### config.mk
export PLATFORM = sky130hd
export DESIGN_NAME = pipe_hazard_ctrl
export DESIGN_NICKNAME = d
export VERILOG_FILES = /design/src/rtl/pipe_hazard_ctrl.sv
export SDC_FILE = /design/constraint.sdc
export NUM_CORES = 1
export LEC_CHECK = 0
export CORE_MARGIN = 2
export CORE_UTILIZATION = 44
export CTS_BUF_LIST = sky130_fd_sc_hd__clkbuf_16
export DETAILED_ROUTE_END_ITERATION = 12
export PLACE_DENSITY_LB_ADDON = 0.12
export SYNTH_ARGS = -nofsm -noshare
export SYNTH_HDL_FRONTEND = slang
export SYNTH_SLANG_ARGS = --single-unit
### constraint.sdc
create_clock -name clock -period 6.5 [get_ports clock]
set_clock_uncertainty 0.15 [all_clocks]
set_input_delay 1.3 -clock clock [delete_from_list [all_inputs] [get_ports clock]]
set_output_delay 1.3 -clock clock [all_outputs]
set_load 0.1 [all_outputs]
### src/rtl/pipe_hazard_ctrl.sv
// Run-control and hazard sequencer for a 5-stage 16-bit pipeline.
// Owns the run state, load-use stall/bubble, branch flush and debug counters.
module pipe_hazard_ctrl #(
   parameter logic [4:0]  OP_NOP   = 5'b00000,
   parameter logic [4:0]  OP_HALT  = 5'b00001,
   parameter logic [4:0]  OP_LOAD  = 5'b00010,
   parameter logic [4:0]  OP_STORE = 5'b00011,
   parameter int unsigned CNT_W    = 16
) (
   input  logic             clock,
   input  logic             reset,
   input  logic             enable,
   input  logic             start,
   input  logic [15:0]      id_ir,
   input  logic [15:0]      ex_ir,
   input  logic [15:0]      mem_ir,
   input  logic [15:0]      wb_ir,
   input  logic             branch_taken,
   output logic             state,
   output logic             stall_if,
   output logic             bubble_ex,
   output logic             flush,
   output logic             halted,
   output logic [CNT_W-1:0] cycle_cnt,
   output logic [CNT_W-1:0] stall_cnt
);

   typedef enum logic [1:0] {
      IDLE   = 2'b00,
      RUN    = 2'b01,
      PAUSE  = 2'b10,
      HALTED = 2'b11
   } fsm_t;

   localparam logic [CNT_W-1:0] CNT_ONE = {{(CNT_W-1){1'b0}}, 1'b1};
   localparam logic [CNT_W-1:0] CNT_MAX = {CNT_W{1'b1}};

   fsm_t             fsm_r;
   fsm_t             fsm_nxt_s;
   logic             start_q_r;
   logic             start_rise_s;
   logic             clr_cnt_s;
   logic             run_s;
   logic             hz_s;
   logic             fl_s;
   logic             state_r;
   logic             halted_r;
   logic [CNT_W-1:0] cycle_cnt_r;
   logic [CNT_W-1:0] stall_cnt_r;
   logic             unused_bits_s;

   // Conservative source-register match: a field counts even if the opcode ignores it.
   function automatic logic reads_reg(input logic [15:0] ir, input logic [2:0] d,
                                      input logic [4:0] op_store);
      logic dst_is_src;
      dst_is_src = (ir[15:11] == op_store) || (ir[15:14] == 2'b11);
      return (ir[6:4] == d) || (ir[2:0] == d) || (dst_is_src && (ir[10:8] == d));
   endfunction

   assign start_rise_s  = start & ~start_q_r;
   assign run_s         = (fsm_r == RUN);
   assign unused_bits_s = ^{ex_ir[7:0], mem_ir[13:0], wb_ir[10:0], id_ir[7], id_ir[3]};

   // Next-state decode; launching from IDLE or HALTED also clears the counters.
   always_comb begin
      fsm_nxt_s = fsm_r;
      clr_cnt_s = 1'b0;
      case (fsm_r)
         IDLE, HALTED: begin
            if (start_rise_s && enable) begin
               fsm_nxt_s = RUN;
               clr_cnt_s = 1'b1;
            end else begin
               fsm_nxt_s = fsm_r;
            end
         end
         RUN: begin
            if (wb_ir[15:11] == OP_HALT) begin
               fsm_nxt_s = HALTED;
            end else if (!enable) begin
               fsm_nxt_s = PAUSE;
            end else begin
               fsm_nxt_s = RUN;
            end
         end
         PAUSE: begin
            if (enable) begin
               fsm_nxt_s = RUN;
            end else begin
               fsm_nxt_s = PAUSE;
            end
         end
         default: begin
            fsm_nxt_s = IDLE;
         end
      endcase
   end

   // Hazard and flush detection; flush wins because it already clears EX.
   always_comb begin
      hz_s = 1'b0;
      if ((ex_ir[15:11] == OP_LOAD) && (id_ir[15:11] != OP_NOP) && (id_ir[15:11] != OP_HALT)) begin
         hz_s = reads_reg(id_ir, ex_ir[10:8], OP_STORE);
      end else begin
         hz_s = 1'b0;
      end
      fl_s      = (mem_ir[15:14] == 2'b11) && branch_taken;
      flush     = run_s & fl_s;
      stall_if  = run_s & hz_s & ~fl_s;
      bubble_ex = run_s & hz_s & ~fl_s;
   end

   // FSM, start edge detector and decoded state flags.
   always_ff @(posedge clock or negedge reset) begin
      if (!reset) begin
         fsm_r     <= IDLE;
         start_q_r <= 1'b0;
         state_r   <= 1'b0;
         halted_r  <= 1'b0;
      end else begin
         fsm_r     <= fsm_nxt_s;
         start_q_r <= start;
         state_r   <= (fsm_nxt_s == RUN);
         halted_r  <= (fsm_nxt_s == HALTED);
      end
   end

   // Saturating debug counters; only RUN cycles can advance them.
   always_ff @(posedge clock or negedge reset) begin
      if (!reset) begin
         cycle_cnt_r <= {CNT_W{1'b0}};
         stall_cnt_r <= {CNT_W{1'b0}};
      end else if (clr_cnt_s) begin
         cycle_cnt_r <= {CNT_W{1'b0}};
         stall_cnt_r <= {CNT_W{1'b0}};
      end else begin
         if (run_s && (cycle_cnt_r != CNT_MAX)) begin
            cycle_cnt_r <= cycle_cnt_r + CNT_ONE;
         end
         if (stall_if && (stall_cnt_r != CNT_MAX)) begin
            stall_cnt_r <= stall_cnt_r + CNT_ONE;
         end
      end
   end

   assign state     = state_r;
   assign halted    = halted_r;
   assign cycle_cnt = cycle_cnt_r;
   assign stall_cnt = stall_cnt_r;

endmodule

Yosys cells after proc, flatten, opt, wreduce, memory -nomap -nowiden. Cells that the tools add are included.

Register bits: 37. Bits of input ports: 69. Output and inout port bits: 37. Logic and storage cells: 56.

Add/subtract/negate cells: 2. Equal/unequal tests: 16. Muxes and demuxes: 11. Bitwise gates (word level): 6. Reduce and logical (&&, ||, !) cells: 15.

Operator list (number): 16-bit two-way mux (4); 16-bit by 1-bit adder with 16-bit output (second input constant) (2); 16-bit != test (second input constant) (2); 2-bit equality test (second input constant) (5); 5-bit by 2-bit equality test with 1-bit output (second input constant) (2); 3-bit equality test (3); 1-bit logical AND (7); 2-bit two-way mux (3); 2-bit case mux with 3 select lines (1); 5-bit by 1-bit equality test with 1-bit output (second input constant) (1); 5-bit by 1-bit != test with 1-bit output (second input constant) (1); 5-bit nonzero test (1); 1-bit AND (4); 2-bit by 1-bit equality test with 1-bit output (second input constant) (2); 2-bit nonzero test (2); 1-bit logical OR (3); 1-bit two-way mux (3); 2-bit zero test (1); 1-bit inverter (2); 2-bit OR reduction (1).

Depth between registers and ports, before layout. Gate-level depths: netlist of the first run.

Depth after elaboration: 10. Mapped depth: 9.

Least setup slack after synthesis of the first run. OpenSTA, ideal clock, no wires.

Path type: in2out. Start: input port id_ir[15]. End: output port stall_if. Arrival time: 4.414 ns. Data required time: 5.050 ns. Setup slack: 0.636 ns. Cell stages on the path: 7. Path through: or4_4 a2111oi_4 a311oi_2 buf_6 clkbuf_1 nor2_1 buf_4.

Longest elaborated chain between the ends: 7.

Ends and longest elaborated chain: start, declared (RTL line 14) `input logic [15:0] id_ir,`; 5-bit by 2-bit equality test with 1-bit output / 2-bit equality test (equally long branches) (RTL line 56) `dst_is_src = (ir[15:11] == op_store) || (ir[15:14] == 2'b11);`; 1-bit logical OR (RTL line 56); 1-bit logical AND (RTL line 57) `return (ir[6:4] == d) || (ir[2:0] == d) || (dst_is_src && (ir[10:8] == d));`; 1-bit logical OR (RTL line 57); 1-bit two-way mux (*) (RTL line 102) `if ((ex_ir[15:11] == OP_LOAD) && (id_ir[15:11] != OP_NOP) && (id_ir[15:11] != OP_HALT)) begin`; 1-bit AND (*) (2 in a row); end, declared (RTL line 20) `output logic stall_if,`.

Mark *: on every way between the ends. The rest lies on a longest branch, timed or not.

Worst setup path after layout of the first run.
Start: input port id_ir[15]. End: output port stall_if.

Longest elaborated chain between the ends: 7.

Ends and longest elaborated chain: 5-bit by 2-bit equality test with 1-bit output / 2-bit equality test (equally long branches) (RTL line 56); 1-bit logical OR (RTL line 56); 1-bit logical AND (RTL line 57); 1-bit logical OR (RTL line 57); 1-bit two-way mux (*) (RTL line 102); 1-bit AND (*) (2 in a row) (RTL line 109) `stall_if = run_s & hz_s & ~fl_s;`.

Marks and branches as above.

==> impl_metrics.py, run 1 <==
metrics = {
    "route": {
        "ant_nets": 0,
        "dr_total_vias": 2002,
        "first_iter_violations": 89,
        "drtPass1Iterations": 4,
        "route.detailed.drc": 0,
        "vias_per_cell": 5.48,
        "drt-total-wl_um": 4970,
        "wire_per_inst_um": 13.6,
    },
    "cts": {
        "cts_buffers": 5,
        "ctsResizeCount": 0,
        "clk_pin_slew_ps": 50,
        "clk_path_buf_depth": 2,
        "cts_tree": "yes",
        "post_cts_buffers": 0,
        "clock_latency_ps": 270,
        "cts_sinks": 37,
        "cts-htree-levels": 2,
        "clockRootBuffer": "clkbuf_16",
        "hold_buffers": 0,
    },
    "critical_path": {
        "path_max_fanout": 33,
        "cp-end-kind": "output pin",
        "crit_path_frequent_cell": "buf_4",
        "cpPeakStageDelay_ps": 560,
        "critPathBufInv": 3,
        "rr_worst_depth": 9,
        "crit_family": "buffers and inverters",
        "crit_chain": "clkdlybuf4s50_1 -> or4_4 -> a2111oi_4 -> a311oi_2 -> buf_4 -> nor2_1 -> buf_4",
        "cp_slowest_cell": "or4_4",
        "cp-start-kind": "input pin",
        "cp.required_ps": 5050,
        "crit_cells": 7,
        "worst-setup-path-type": "input pin to output pin",
        "crit_arrival_ps": 3510,
    },
    "sta": {
        "setup_viol": 0,
        "setup_tns_ps": 0,
        "finalHoldViolations": 0,
        "rsz0062_at_grt": "no",
        "tightest_slew_ps": 1090,
        "slew_violations": 0,
        "period_needed_ps": 4960,
        "worst_slack_ps": 1540,
        "whs_ps": 415,
        "max_freq_mhz": 202,
        "min_period_over_period_pct": 76.3,
        "slew_headroom_pct": 27.0,
    },
    "global_routing": {
        "antenna_found_initial": 0,
        "grt_pass1_vias": 1881,
        "grt_pass1_wl_um": 8410,
        "overflow": 0,
        "grt_max_degree": 38,
        "grt_usage_pct": 19.7,
    },
    "floorplan": {
        "die_x_um": 73.8,
        "io_pins": 106,
        "core_um2": 4720,
        "die_h_um": 73.8,
        "start_util_pct": 45.4,
        "dieArea_um2": 5440,
        "core.rowCount": 25,
    },
    "final_layout": {
        "nNetsFinal": 371,
        "antenna_cells": 0,
        "final_common_cell": "clkdlybuf4s50_1",
        "multi_input_area_um2": 1140,
        "fillCellCount": 425,
        "fin_cells": 365,
        "final_cell_mix": "67 x clkdlybuf4s50_1, 37 x dfrtp_1, 23 x nor2_1, 18 x nand2_1, 18 x xor2_1",
        "seq_area_um2": 926,
        "drive_gt1_share_pct": 5.37,
        "area_growth_pct": 40.4,
    },
    "logic_synthesis": {
        "syn_area_um2": 2140,
        "synth_seq_cells": 37,
        "ys_types": 37,
        "syn_inst": 231,
        "syn-num-nets": 304,
        "syn_area_per_cell_um2": 9.27,
        "synth_seq_area_share_pct": 43.2,
        "ys_warn_count": 0,
    },
    "min_path": {
        "holdPathStages": 2,
        "holdCritPathClass": "flop to flop",
    },
    "outcome": {
        "status": "completed",
    },
    "placed_design": {
        "place_ws_ps": 1550,
        "port_buffers": 70,
        "hpwl_um": 3530,
        "place_inst": 358,
        "routabilityCongestion": 0.757,
    },
    "pwr": {
        "p_per_area_nw_per_um2": 284,
        "power_w": 0.000854,
        "irDropWorstVdd_mv": 0.235,
        "leakagePower_nw": 1.19,
    },
    "run": {
        "maxCapViolCount": 0,
    },
}
registers in the layout, summed over array words and instances (netlist names):
signal     flops
fsm_r          2
stall_cnt     16
halted         1
cycle_cnt     16
start_q_r      1
state          1
final cells by class:
cell class / instances / share of cell area [%]
inverter: 6 / 0.749
clock buffer: 5 / 4.16
sequential: 37 / 30.8
clock inverter: 2 / 0.250
tap: 67 / 2.79
timing repair buffer: 72 / 23.5
multi-input combinational: 176 / 37.8
metrics by stage:
step / utilization [%] / cell area [µm²]
after floorplan: - / 2140
final: 63.7 / 3010
after CTS: 63.7 / 3010
after global routing: 63.7 / 3010
after detailed placement: 60.8 / 2870
after global placement: 60.8 / 2870
Yosys cell counts:
cell / instances / area (µm²)
nand3_1: 13 / 65.1
or3_1: 7 / 43.8
buf_4: 1 / 7.51
inv_1: 6 / 22.5
or2_2: 2 / 12.5
o2111ai_1: 1 / 8.76
or4_4: 1 / 11.3
a311oi_2: 1 / 15.0
nand2b_1: 1 / 6.26
and4_1: 6 / 52.6
o31ai_1: 12 / 90.1
nand4_1: 8 / 50.1
a2111oi_4: 1 / 27.5
and3_1: 5 / 31.3
nor2_1: 23 / 86.3
dfrtp_1: 37 / 926
xor2_1: 18 / 158
o311a_1: 1 / 10.0
o21bai_1: 1 / 7.51
xnor2_1: 5 / 43.8
clkbuf_1: 8 / 30.0
ha_1: 4 / 50.1
buf_2: 1 / 5.00
o22ai_1: 2 / 12.5
nand4b_1: 1 / 8.76
or4_1: 12 / 90.1
o41ai_1: 1 / 8.76
and2_1: 3 / 18.8
nor4bb_1: 1 / 10.0
buf_1: 1 / 3.75
nand2_1: 18 / 67.6
a21oi_1: 16 / 80.1
nor3_1: 3 / 15.0
buf_6: 1 / 11.3
o21ai_0: 6 / 30.0
or4b_2: 1 / 10.0
o211ai_1: 2 / 15.0
final timing paths:
| kind | slack, ps | startpoint | end |
|---|---|---|---|
| max in group asynchronous | 4690 | reset | fsm_r[1] |
| worst min-delay path | 420 | cycle_cnt[7] | cycle_cnt[7] |
| min in group asynchronous | 980 | reset | cycle_cnt[11] |
| worst max-delay path | 1540 | id_ir[15] | stall_if |
| worst max register to register | 3640 | fsm_r[1] | stall_cnt[12] |
| worst min register to register | 420 | cycle_cnt[7] | cycle_cnt[7] |
worst reg2reg max path, delay by kind of cell (launching register included):
kind,cells,cell delay (ps)
AOI/OAI and AO/OA,2,370
adders and majority gates,1,360
buffers and inverters,2,280
DFF,1,390
and+or+nand+nor,4,1210
per-layer routing:
| metal | track usage, % | share of wire, % | up-vias | wire, µm |
|---|---|---|---|---|
| met1 | 25.8 | 47 | 950 | 2320 |
| met5 | 0 | 0 | - | 0 |
| met4 | 4.85 | 1.0 | 0 | 50 |
| met2 | 32.9 | 48 | 58 | 2400 |
| li1 | - | - | 988 | - |
| met3 | 4.25 | 4.1 | 6 | 204 |
cells by family after synthesis:
group | after synthesis | synth area share (%)
flops | 37 | 43.2
simple gates | 105 | 27.0
compound gates | 44 | 14.3
buf+inv | 18 | 3.74
fa+ha+maj | 4 | 2.34
xor+xnor | 23 | 9.40
power by group:
part / leakage, nW / switching, W / internal (W)
sequential: 0.507 / 0.0000276 / 0.000259
combinational: 0.610 / 0.000253 / 0.0000930
clock: 0.0685 / 0.0000846 / 0.000137
No activity file was read; power rests on OpenSTA's default activity.
==> run 2, diff against run 1 <==
Settings changed: CORE_UTILIZATION 44 to 41.
Clock period 6.5 ns to 5.1 ns, I/O delays scaled along.
==> run 2 against run 1 <==
Effect of this change:
- via count up 0.65%
- final cell count up 1.1%
- register-to-register slack lost 1500 ps
- sequential share of layout area decreased by 0.39 points
- setup slack got worse by 750 ps
- combinational power rose by 28%
- flip-flop and latch count did not move
- global-route usage decreased by 2.2 points
- worst hold slack gained 9.3 ps
- clock power increased by 32%
- clock-buffer cell count unchanged
- sequential power increased by 28%
- critical endpoint is now bubble_ex
- highest routed layer unchanged
==> impl_metrics.py, run 2 (synthesis results as in run 1) <==
metrics = {
    "global_routing": {
        "overflow": 0,
        "grt_max_degree": 38,
        "grt_pass1_wl_um": 8430,
        "antenna_found_initial": 0,
        "grt_usage_pct": 17.5,
        "grt_pass1_vias": 1888,
    },
    "critical_path": {
        "cp-end-kind": "output pin",
        "crit_chain": "clkdlybuf4s50_1 -> or4_4 -> a2111oi_4 -> a311oi_2 -> buf_4 -> nor2_2 -> buf_12",
        "path_max_fanout": 33,
        "worst-setup-path-type": "input pin to output pin",
        "critPathBufInv": 3,
        "crit_arrival_ps": 3140,
        "cpPeakStageDelay_ps": 550,
        "crit_family": "buffers and inverters",
        "cp_slowest_cell": "or4_4",
        "cp-start-kind": "input pin",
        "cp.required_ps": 3930,
    },
    "floorplan": {
        "core.rowCount": 26,
        "die_x_um": 76.3,
        "die_h_um": 76.3,
        "io_pins": 106,
        "core_um2": 5070,
        "dieArea_um2": 5820,
        "start_util_pct": 42.2,
    },
    "cts": {
        "hold_buffers": 0,
        "ctsResizeCount": 0,
        "cts_sinks": 37,
        "clk_pin_slew_ps": 60,
        "cts_tree": "yes",
        "post_cts_buffers": 0,
        "clockRootBuffer": "clkbuf_16",
        "clock_latency_ps": 270,
        "cts-htree-levels": 2,
        "clk_path_buf_depth": 2,
        "cts_buffers": 5,
    },
    "final_layout": {
        "multi_input_area_um2": 1140,
        "final_cell_mix": "66 x clkdlybuf4s50_1, 37 x dfrtp_1, 22 x nor2_1, 18 x nand2_1, 18 x xor2_1",
        "antenna_cells": 0,
        "area_growth_pct": 42.2,
        "fin_area_um2": 3050,
        "drive_gt1_share_pct": 7.02,
        "seq_area_um2": 926,
        "fillCellCount": 477,
        "fin_util_pct": 60.0,
        "nNetsFinal": 371,
        "final_common_cell": "clkdlybuf4s50_1",
    },
    "placed_design": {
        "port_buffers": 70,
        "place_ws_ps": 781,
        "placed_cell_area_um2": 2900,
        "routabilityCongestion": 0.765,
        "hpwl_um": 3590,
    },
    "route": {
        "ant_nets": 0,
        "dr_total_vias": 2015,
        "drt-total-wl_um": 4930,
        "route.detailed.drc": 0,
        "first_iter_violations": 33,
        "drtPass1Iterations": 4,
        "wire_per_inst_um": 13.4,
        "vias_per_cell": 5.46,
    },
    "sta": {
        "min_period_over_period_pct": 84.6,
        "rsz0062_at_grt": "no",
        "slew_violations": 0,
        "tightest_slew_ps": 1150,
        "finalHoldViolations": 0,
        "setup_tns_ps": 0,
        "worst_slack_ps": 787,
        "setup_viol": 0,
        "period_needed_ps": 4310,
        "max_freq_mhz": 232,
        "slew_headroom_pct": 23.1,
    },
    "pwr": {
        "p_per_area_nw_per_um2": 361,
        "irDropWorstVdd_mv": 0.432,
        "leakagePower_nw": 1.19,
        "power_w": 0.00110,
    },
    "run": {
        "maxCapViolCount": 0,
    },
    "min_path": {
        "holdCritPathClass": "flop to flop",
    },
    "outcome": {
        "status": "completed",
    },
}
[run 2: final timing paths]
check                                   from             to  slack (ps)  cells after the start
worst max-delay path               id_ir[15]      bubble_ex         790                      7
worst min-delay path            cycle_cnt[3]   cycle_cnt[3]         420                      2
worst max register to register      fsm_r[1]   stall_cnt[4]        2140                      8
worst min register to register  cycle_cnt[3]   cycle_cnt[3]         420                      2
max in group asynchronous              reset  stall_cnt[14]        3510                      1
min in group asynchronous              reset  cycle_cnt[11]         720                      1
[run 2: through the flow]
step           hold WS (ps)  cells
3_3_place_gp            398    361
4_1_cts                 425    369
2_1_floorplan           412    231
5_1_grt                 456    369
3_5_place_dp            409    361
6_report                425    369
[run 2: worst reg2reg max path, cell delays in order, from the launching register on]
cell      delay, ps
dfrtp_1         390
inv_1            60
ha_1            380
nor4bb_1        270
nand4_1         240
o21bai_1        440
buf_4           300
or4_1           470
a21oi_1         160
[run 2: layer usage]
layer,vias to the layer above,share of wire (%),track usage [%]
met5,-,0,0
met4,0,0.47,2.91
met3,4,6.5,5.45
met2,67,47,29.4
met1,959,46,22.5
li1,985,-,-
[run 2: final cells by class]
cell class                      count  share of cell area, %
Inverter                            6                  0.740
Clock inverter                      3                  0.575
Sequential cell                    37                   30.4
Timing Repair Buffer               72                   23.9
Tap cell                           70                   2.88
Multi-Input combinational cell    176                   37.4
Clock buffer                        5                   4.11
[run 2: where the power goes]
| part | total, W | internal [W] | leakage (nW) | switching (W) |
|---|---|---|---|---|
| Combinational | 0.000442 | 0.000119 | 0.617 | 0.000323 |
| Clock | 0.000292 | 0.000179 | 0.0696 | 0.000113 |
| Sequential | 0.000365 | 0.000329 | 0.507 | 0.0000353 |
| Total | 0.00110 | 0.000627 | 1.19 | 0.000472 |
==> run 3, diff against run 2 <==
Settings changed: CORE_UTILIZATION 41 to 37.
Clock period 5.1 ns to 3.75 ns, I/O delays scaled along.
==> run 3 against run 2 <==
Effect of this change:
- critical path depth is 1 lower
- flip-flop and latch count stayed put
- sequential power is 35% higher
- non-clock buffer count is 5 higher
- wire length is 0.79% higher
- final cell count is 1.9% higher
- combinational power is 39% higher
- core utilization is 3.5 points lower
- die area is 10% higher
- highest routed layer unchanged
- power is 45% higher
- worst hold slack worse by 13 ps
==> impl_metrics.py, run 3 (synthesis results as in run 1) <==
metrics = {
    "final_layout": {
        "final_cell_mix": "66 x clkdlybuf4s50_1, 37 x dfrtp_1, 22 x nor2_1, 18 x nand2_1, 18 x xor2_1",
        "fin_cells": 376,
        "multi_input_area_um2": 1150,
        "drive_gt1_share_pct": 8.55,
        "fillCellCount": 524,
        "area_growth_pct": 46.1,
        "seq_area_um2": 926,
        "antenna_cells": 0,
        "nNetsFinal": 376,
        "final_common_cell": "clkdlybuf4s50_1",
    },
    "critical_path": {
        "path_max_fanout": 3,
        "worst-setup-path-type": "input pin to output pin",
        "cp-start-kind": "input pin",
        "cp-end-kind": "output pin",
        "crit_arrival_ps": 2590,
        "cp.required_ps": 2850,
        "rr_worst_depth": 9,
    },
    "sta": {
        "setup_viol": 0,
        "slew_headroom_pct": 35.1,
        "tightest_slew_ps": 970,
        "rsz0062_at_grt": "no",
        "slew_violations": 0,
        "setup_tns_ps": 0,
        "max_freq_mhz": 287,
        "period_needed_ps": 3490,
        "min_period_over_period_pct": 93.0,
        "finalHoldViolations": 0,
    },
    "floorplan": {
        "core.rowCount": 27,
        "core_um2": 5540,
        "die_h_um": 80.1,
        "die_x_um": 80.1,
        "start_util_pct": 38.7,
        "dieArea_um2": 6410,
        "io_pins": 106,
    },
    "run": {
        "maxCapViolCount": 0,
    },
    "placed_design": {
        "port_buffers": 70,
        "routabilityCongestion": 0.747,
        "place_inst": 368,
        "hpwl_um": 3670,
    },
    "route": {
        "wire_per_inst_um": 13.2,
        "drtPass1Iterations": 4,
        "vias_per_cell": 5.30,
        "first_iter_violations": 74,
        "drt-total-wl_um": 4970,
        "ant_nets": 0,
        "dr_total_vias": 1991,
        "route.detailed.drc": 0,
    },
    "global_routing": {
        "grt_max_degree": 38,
        "top_usage_layer": "met2",
        "grt_use_met2_pct": 26.8,
        "grt_pass1_vias": 1900,
        "grt_pass1_wl_um": 8500,
        "grt_usage_pct": 16.7,
        "overflow": 0,
        "met3_usage_pct": 4.27,
        "globalRouteMet1Util_pct": 21.7,
        "antenna_found_initial": 0,
    },
    "pwr": {
        "leakagePower_nw": 1.23,
        "irDropWorstVdd_mv": 0.494,
        "p_per_area_nw_per_um2": 508,
    },
    "cts": {
        "post_cts_buffers": 0,
        "cts_sinks": 37,
        "cts_buffers": 5,
        "clock_latency_ps": 280,
        "cts_tree": "yes",
        "clockRootBuffer": "clkbuf_16",
        "hold_buffers": 0,
        "cts-htree-levels": 2,
        "ctsResizeCount": 0,
        "clk_pin_slew_ps": 60,
        "clk_path_buf_depth": 2,
    },
    "outcome": {
        "status": "completed",
    },
    "min_path": {
        "holdCritPathClass": "input pin to async pin",
    },
}
==> run 3: final timing paths <==
path / slack [ps] / start / endpoint
setup / recovery: 260 / id_ir[15] / bubble_ex
hold / removal: 410 / reset / cycle_cnt[15]
setup reg to reg: 1040 / fsm_r[1] / stall_cnt[15]
hold reg to reg: 410 / cycle_cnt[7] / cycle_cnt[7]
max in group asynchronous: 2500 / reset / cycle_cnt[8]
min in group clock: 410 / cycle_cnt[7] / cycle_cnt[7]
==> run 3: routing by layer <==
layer  vias up  routed length [µm]
met4         0                  70
met5         -                   0
met2        59                2290
met3         6                 276
met1       929                2330
li1        997                   -
==> run 3: cell type report <==
| type | count | share of cell area (%) |
|---|---|---|
| Multi-Input combinational cell | 176 | 36.9 |
| Tap cell | 72 | 2.88 |
| Clock inverter | 3 | 1.48 |
| Clock buffer | 5 | 4.00 |
| Timing Repair Buffer | 77 | 24.5 |
| Inverter | 6 | 0.719 |
| Sequential cell | 37 | 29.6 |
==> run 3: stage by stage <==
step | util [%] | power [W] | worst slack, ps | instance area [µm²] | hold WS, ps
after floorplan | - | 0.000939 | 33.9 | 2170 | 304
final | 56.5 | 0.00159 | 262 | 3130 | 411
after global routing | 56.5 | 0.00166 | 186 | 3130 | 446
after detailed placement | 53.4 | 0.00112 | 245 | 2960 | 409
after CTS | 56.5 | 0.00161 | 241 | 3130 | 416
after global placement | 53.4 | 0.00111 | 256 | 2960 | 391
==> run 3: critical path, cell delays in order <==
cell	delay [ps]
clkdlybuf4s50_1	430
or4_4	560
a2111oi_4	360
a311oi_4	100
nor2_4	190
buf_12	190
==> run 3: report_power, final <==
part	total, W	internal [W]	switching [W]
clock network	0.000482	0.000314	0.000167
logic	0.000614	0.000169	0.000445
registers	0.000494	0.000448	0.0000466
